[src/rtl/dmem_arb_pkg.sv]
// Shared types and constants for the data-memory arbiter.
package dmem_arb_pkg;

    typedef enum logic [1:0] {
        IDLE   = 2'd0,
        ACCESS = 2'd1,
        RESP   = 2'd2
    } state_e;

    localparam logic PORT_A = 1'b0;
    localparam logic PORT_B = 1'b1;

    localparam int DEFAULT_MEM_DEPTH = 32;

endpackage

[src/rtl/rr_arb2.sv]
// Two-way round-robin pick: a lone requester wins, a tie goes to the
// port that did not win last time.
module rr_arb2
    import dmem_arb_pkg::*;
(
    input  logic req_a,
    input  logic req_b,
    input  logic last_grant,
    output logic valid,
    output logic winner
);

    // Pure combinational pick; the caller records the winner as last_grant.
    always_comb begin
        valid  = req_a | req_b;
        winner = PORT_A;
        if (req_a && req_b) begin
            winner = ~last_grant;
        end else if (req_b) begin
            winner = PORT_B;
        end
    end

endmodule

[src/rtl/dmem_arbiter.sv]
// Two-port round-robin arbiter and sequencer in front of the single-port DMem.
// One access per grant: IDLE latches the winner, ACCESS drives memory,
// RESP presents a one-cycle Ack to the owner.
module dmem_arbiter
    import dmem_arb_pkg::*;
#(
    parameter int ADDRESS_WIDTH = 32,
    parameter int DATA_WIDTH    = 32,
    parameter int MEM_DEPTH     = DEFAULT_MEM_DEPTH
) (
    input  logic                     Clk,
    input  logic                     Rst_n,
    input  logic                     A_Req,
    input  logic                     A_Wr,
    input  logic [ADDRESS_WIDTH-1:0] A_Addr,
    input  logic [DATA_WIDTH-1:0]    A_WData,
    output logic                     A_Ack,
    output logic [DATA_WIDTH-1:0]    A_RData,
    output logic                     A_Err,
    input  logic                     B_Req,
    input  logic                     B_Wr,
    input  logic [ADDRESS_WIDTH-1:0] B_Addr,
    input  logic [DATA_WIDTH-1:0]    B_WData,
    output logic                     B_Ack,
    output logic [DATA_WIDTH-1:0]    B_RData,
    output logic                     B_Err,
    output logic [ADDRESS_WIDTH-1:0] Mem_Address,
    output logic [DATA_WIDTH-1:0]    Mem_WriteData,
    output logic                     Mem_MemWrite,
    input  logic [DATA_WIDTH-1:0]    Mem_MemData,
    output logic                     Busy,
    output logic                     Grant
);

    localparam logic [ADDRESS_WIDTH-1:0] DEPTH_A = ADDRESS_WIDTH'(MEM_DEPTH);

    state_e                   state_q, state_d;
    logic [ADDRESS_WIDTH-1:0] addr_q, addr_d;
    logic [DATA_WIDTH-1:0]    wdata_q, wdata_d;
    logic                     wr_q, wr_d;
    logic                     err_q, err_d;
    logic                     owner_q, owner_d;
    logic                     last_grant_q, last_grant_d;
    logic                     a_ack_q, a_ack_d, b_ack_q, b_ack_d;
    logic                     a_err_q, a_err_d, b_err_q, b_err_d;
    logic [DATA_WIDTH-1:0]    a_rdata_q, a_rdata_d, b_rdata_q, b_rdata_d;
    logic                     arb_valid, arb_winner;
    logic [DATA_WIDTH-1:0]    rdata_cap;

    rr_arb2 u_rr_arb2 (
        .req_a      (A_Req),
        .req_b      (B_Req),
        .last_grant (last_grant_q),
        .valid      (arb_valid),
        .winner     (arb_winner)
    );

    // Out-of-range reads return zero instead of whatever the memory drives.
    assign rdata_cap = err_q ? '0 : Mem_MemData;

    // Next-state, command latch and response computation.
    always_comb begin
        state_d      = state_q;
        addr_d       = addr_q;
        wdata_d      = wdata_q;
        wr_d         = wr_q;
        err_d        = err_q;
        owner_d      = owner_q;
        last_grant_d = last_grant_q;
        a_ack_d      = 1'b0;
        b_ack_d      = 1'b0;
        a_err_d      = 1'b0;
        b_err_d      = 1'b0;
        a_rdata_d    = a_rdata_q;
        b_rdata_d    = b_rdata_q;
        case (state_q)
            IDLE: begin
                if (arb_valid) begin
                    owner_d      = arb_winner;
                    last_grant_d = arb_winner;
                    if (arb_winner == PORT_B) begin
                        addr_d  = B_Addr;
                        wdata_d = B_WData;
                        wr_d    = B_Wr;
                        err_d   = (B_Addr >= DEPTH_A);
                    end else begin
                        addr_d  = A_Addr;
                        wdata_d = A_WData;
                        wr_d    = A_Wr;
                        err_d   = (A_Addr >= DEPTH_A);
                    end
                    state_d = ACCESS;
                end
            end
            ACCESS: begin
                // Ack/Err registered here so they are visible exactly during RESP.
                if (owner_q == PORT_B) begin
                    b_ack_d = 1'b1;
                    b_err_d = err_q;
                    if (!wr_q) b_rdata_d = rdata_cap;
                end else begin
                    a_ack_d = 1'b1;
                    a_err_d = err_q;
                    if (!wr_q) a_rdata_d = rdata_cap;
                end
                state_d = RESP;
            end
            RESP:    state_d = IDLE;
            default: state_d = IDLE;
        endcase
    end

    // State and output registers; reset drops any in-flight access.
    always_ff @(posedge Clk or negedge Rst_n) begin
        if (!Rst_n) begin
            state_q      <= IDLE;
            addr_q       <= '0;
            wdata_q      <= '0;
            wr_q         <= 1'b0;
            err_q        <= 1'b0;
            owner_q      <= PORT_A;
            last_grant_q <= PORT_B;
            a_ack_q      <= 1'b0;
            b_ack_q      <= 1'b0;
            a_err_q      <= 1'b0;
            b_err_q      <= 1'b0;
            a_rdata_q    <= '0;
            b_rdata_q    <= '0;
        end else begin
            state_q      <= state_d;
            addr_q       <= addr_d;
            wdata_q      <= wdata_d;
            wr_q         <= wr_d;
            err_q        <= err_d;
            owner_q      <= owner_d;
            last_grant_q <= last_grant_d;
            a_ack_q      <= a_ack_d;
            b_ack_q      <= b_ack_d;
            a_err_q      <= a_err_d;
            b_err_q      <= b_err_d;
            a_rdata_q    <= a_rdata_d;
            b_rdata_q    <= b_rdata_d;
        end
    end

    assign Mem_Address   = addr_q;
    assign Mem_WriteData = wdata_q;
    assign Mem_MemWrite  = (state_q == ACCESS) & wr_q & ~err_q;
    assign Busy          = (state_q == ACCESS) | (state_q == RESP);
    assign Grant         = owner_q;
    assign A_Ack         = a_ack_q;
    assign A_Err         = a_err_q;
    assign A_RData       = a_rdata_q;
    assign B_Ack         = b_ack_q;
    assign B_Err         = b_err_q;
    assign B_RData       = b_rdata_q;

endmodule

[config.mk]
export PLATFORM = sky130hd
export DESIGN_NAME = dmem_arbiter
export DESIGN_NICKNAME = d
export VERILOG_FILES = /design/src/rtl/dmem_arb_pkg.sv /design/src/rtl/rr_arb2.sv /design/src/rtl/dmem_arbiter.sv
export SDC_FILE = /design/constraint.sdc
export NUM_CORES = 1
export LEC_CHECK = 0
export ABC_AREA = 1
export CAP_MARGIN = 20
export CORE_UTILIZATION = 41
export CTS_BUF_LIST = sky130_fd_sc_hd__clkbuf_8 sky130_fd_sc_hd__clkbuf_16
export DETAILED_ROUTE_END_ITERATION = 8
export MAX_ROUTING_LAYER = met4
export PLACE_DENSITY_LB_ADDON = 0.1
export SETUP_SLACK_MARGIN = 0.15
export SLEW_MARGIN = 10
export SYNTH_ARGS = -nofsm -noshare
export SYNTH_HDL_FRONTEND = slang
export SYNTH_HIERARCHICAL = 1
export SYNTH_SLANG_ARGS = --single-unit
[constraint.sdc]
create_clock -name Clk -period 2 [get_ports Clk]
set_input_delay 0.6 -clock Clk [delete_from_list [all_inputs] [get_ports Clk]]
set_output_delay 0.6 -clock Clk [all_outputs]
set_load 0.01 [all_outputs]
==> results.tsv <==
stage	metric	value	unit
power	peakVddDrop	0.693	mV
die	core_area	14600	um^2
routing	drc_errors	0	
worst_setup_path	rr_endpoint	A_RData[26]	
worst_setup_path	critPathKind	reg -> out	
place	portBuffers	300	
die	initial_core_util	42.0	%
logic_synthesis	ys_warn_count	6	
logic_synthesis	synth_seq_cells	138	
place	dp.cells	1114	
clock_network	root_buffer	clkbuf_16	
grt	grt.total_usage	25.8	%
sta	setup_viol	0	
place	place_hpwl	13600	um
worst_setup_path	cp-startpoint	state_q[1]	
worst_setup_path	crit_path_max_fanout	2	
routing	top_layer	met4	
sta	rsz0062_at_grt	yes	
worst_setup_path	crit_buf_inv	2	
sta	fin_crit	1.88	ns
sta	fin_skew	0.00629	ns
run_status	outcome	finished, final reports clean	
flow_run	maxCapViolCount	0	
logic_synthesis	syn_avg_cell_area	9.58	um^2
routing	firstDrtPassIters	4	
clock_network	clock_latency	0.42	ns
routing	ant_nets	0	
die	row_count	44	
clock_network	numCtsBuffers	17	
logic_synthesis	synth_nets	809	
grt	grt_overflow_total	0	
power	finalPower	0.0138	W
grt	grt_pass1_vias	5962	
min_path	hold_class	in -> async	
place	gp_congestion	0.949	
routing	vias	5569	
routing	via_per_inst	4.85	
power	p_per_area	1380	nW/um^2
grt	antenna_found_initial	1	
worst_setup_path	crit_path_top_delay_cell	dfrtp_1	
worst_setup_path	r2r_start	state_q[1]	
grt	grt_pass1_wl	30200	um
die	die_area	15500	um^2
clock_network	cts_tree	done	
cells_and_area	area_growth	62.7	%
logic_synthesis	syn-cell-area	6130	um^2
sta	tightest_slew	0.410	ns
clock_network	clock-sinks	138	
worst_setup_path	arrival	1.28	ns
logic_synthesis	yosysSeqAreaShare	56.3	%
logic_synthesis	syn_inst	640	
worst_setup_path	crit_path_start_kind	register	
routing	met1_length	7080	um
routing	drt_iter0_markers	283	
cells_and_area	drive_gt1_share	12.4	%
routing	wire_per_inst	16.1	um
routing	dr_wl_met2	9360	um
sta	min_period_over_period	94.1	%
worst_setup_path	cp_data_required_time	1.40	ns
sta	final-hold-violation-count	0	
worst_setup_path	r2r_setup_slack	0.32	ns
worst_setup_path	crit_path_cell_trace	inv_2, ha_4, nand2_1, nor2_1, buf_4	
routing	route.met3.wl	1370	um
routing	wl	18500	um
clock_network	htree_levels	4	
sta	fmax	531	MHz
logic_synthesis	yosysUniqueCellTypes	25	
cells_and_area	nets	1119	
clock_network	clk_path_buf_depth	2	
worst_setup_path	end_kind	output port	
die	die_w	124	um
sta	slew_headroom	72.7	%
die	die_h	124	um
worst_setup_path	cpPeakStageDelay	0.37	ns
clock_network	path_clk_slew	0.06	ns
grt	grt_start_max_net_pins	51	
power	p_leak	5.14	nW
die	io_pins	301	
cells_and_area	fin_cells	1148	
sta	maxSlewViolCount	0	
cells_and_area	fin_util	68.4	%
worst_setup_path	critical-path-top-delay-family	flip-flops	
worst_setup_path	ff2ff_path_depth	7	
cells in the mapped netlist:
| library cell | count | area, um^2 |
|---|---|---|
| clkbuf_1 | 7 | 26.3 |
| a21oi_1 | 1 | 5.00 |
| buf_4 | 4 | 30.0 |
| inv_2 | 1 | 3.75 |
| dfstp_2 | 1 | 26.3 |
| buf_2 | 11 | 55.1 |
| buf_1 | 2 | 7.51 |
| ha_1 | 3 | 37.5 |
| nand4_1 | 3 | 18.8 |
| nand2_1 | 188 | 706 |
| mux2_2 | 53 | 597 |
| nor2_1 | 52 | 195 |
| inv_1 | 83 | 312 |
| nor3_4 | 1 | 16.3 |
| mux2_1 | 11 | 124 |
| o211ai_1 | 10 | 75.1 |
| nand2_2 | 3 | 18.8 |
| or2_1 | 2 | 12.5 |
| buf_6 | 6 | 67.6 |
| nand3_1 | 40 | 200 |
| dfrtp_1 | 137 | 3430 |
| o21ai_0 | 2 | 10.0 |
| nor3_1 | 2 | 10.0 |
| nor2_4 | 1 | 11.3 |
| o221ai_1 | 16 | 140 |
flip-flops by register name, indices dropped and copies added, names as in the netlist:
register and count:
B_Ack 1, A_Err 1, Mem_Address 32, A_Ack 1, err_q 1, B_RData 32
A_RData 32, wr_q 1, B_Err 1, Grant 1, last_grant_q 1, Mem_WriteData 32
state_q 2
per-stage QoR:
step / TNS (ns) / cell area, um^2 / hold slack, ns / setup WS (ns)
final: 0 / 9980 / 0.0950 / 0.117
after global routing: 0 / 9980 / 0.115 / 0.0477
after CTS: 0 / 9960 / 0.0975 / 0.0560
after detailed placement: -4.57 / 9440 / 0.468 / -0.139
after global placement: -1.89 / 9440 / 0.465 / -0.0485
after floorplan: 0 / 6130 / 0.304 / 0.331
cells in the final DEF, fill, tap and decap left out, drive strengths merged:
| cell type | count |
|---|---|
| o21ai | 2 |
| nor2 | 53 |
| diode | 1 |
| nand4 | 3 |
| or2 | 2 |
| clkinv | 3 |
| a21oi | 1 |
| buf | 24 |
| dfrtp | 137 |
| mux2 | 64 |
| o211ai | 10 |
| nor3 | 3 |
| clkinvlp | 3 |
| o221ai | 16 |
| dlygate4sd2 | 133 |
| inv | 85 |
| nand2 | 191 |
| ha | 3 |
| bufinv | 5 |
| clkbuf | 20 |
| clkdlybuf4s50 | 164 |
| nand3 | 40 |
| dfstp | 1 |
report_power, final:
part | switching, W | internal [W] | leakage (nW)
combinational | 0.00289 | 0.00281 | 3.07
sequential | 0.000622 | 0.00398 | 1.75
clock | 0.00118 | 0.00230 | 0.319
total | 0.00469 | 0.00909 | 5.14
final cells by class:
type | count | area (um^2)
clock buffers | 20 | 467
inverters | 84 | 315
flip-flops and latches | 138 | 3450
fillers | 1173 | 4610
clock inverters | 12 | 195
repair buffers | 321 | 3110
multi-input cells | 388 | 2200
diodes | 1 | 2.50
well taps | 184 | 230
cell families (layout without fill, tap and decap cells):
| kind of cell | Yosys count | after routing | synth area share [%] |
|---|---|---|---|
| buffers and inverters | 114 | 437 | 8.18 |
| muxes | 64 | 64 | 11.8 |
| AOI/OAI and AO/OA | 29 | 29 | 3.75 |
| and+or+nand+nor | 292 | 292 | 19.4 |
| other | 0 | 1 | 0 |
| DFF | 138 | 138 | 56.3 |
| adders and majority gates | 3 | 3 | 0.612 |
repair_timing:
item / CTS / global route
gates resized for setup: 146 / 3
cloned: 0 / 0
endpoints found under the setup margin: 135 / 2
buffers inserted: 1 / 0
hold buffers: 0 / 0
per-layer routing:
| layer | track usage (%) | vias up |
|---|---|---|
| li1 | - | 2648 |
| met2 | 43.3 | 262 |
| met5 | - | - |
| met3 | 7.52 | 41 |
| met4 | 12.8 | 0 |
| met1 | 27.8 | 2618 |
how the worst max path moves through the flow:
stage,cells after the start,slack (ns),end
3_3_place_gp,6,-0.05,Mem_Address[21]
3_5_place_dp,6,-0.14,Mem_Address[11]
6_report,5,0.12,Mem_MemWrite
4_1_cts,5,0.06,Mem_MemWrite
5_1_grt,5,0.05,Mem_MemWrite
2_1_floorplan,6,0.33,Mem_Address[19]
Note: power is estimated with default switching activity, not from simulation.
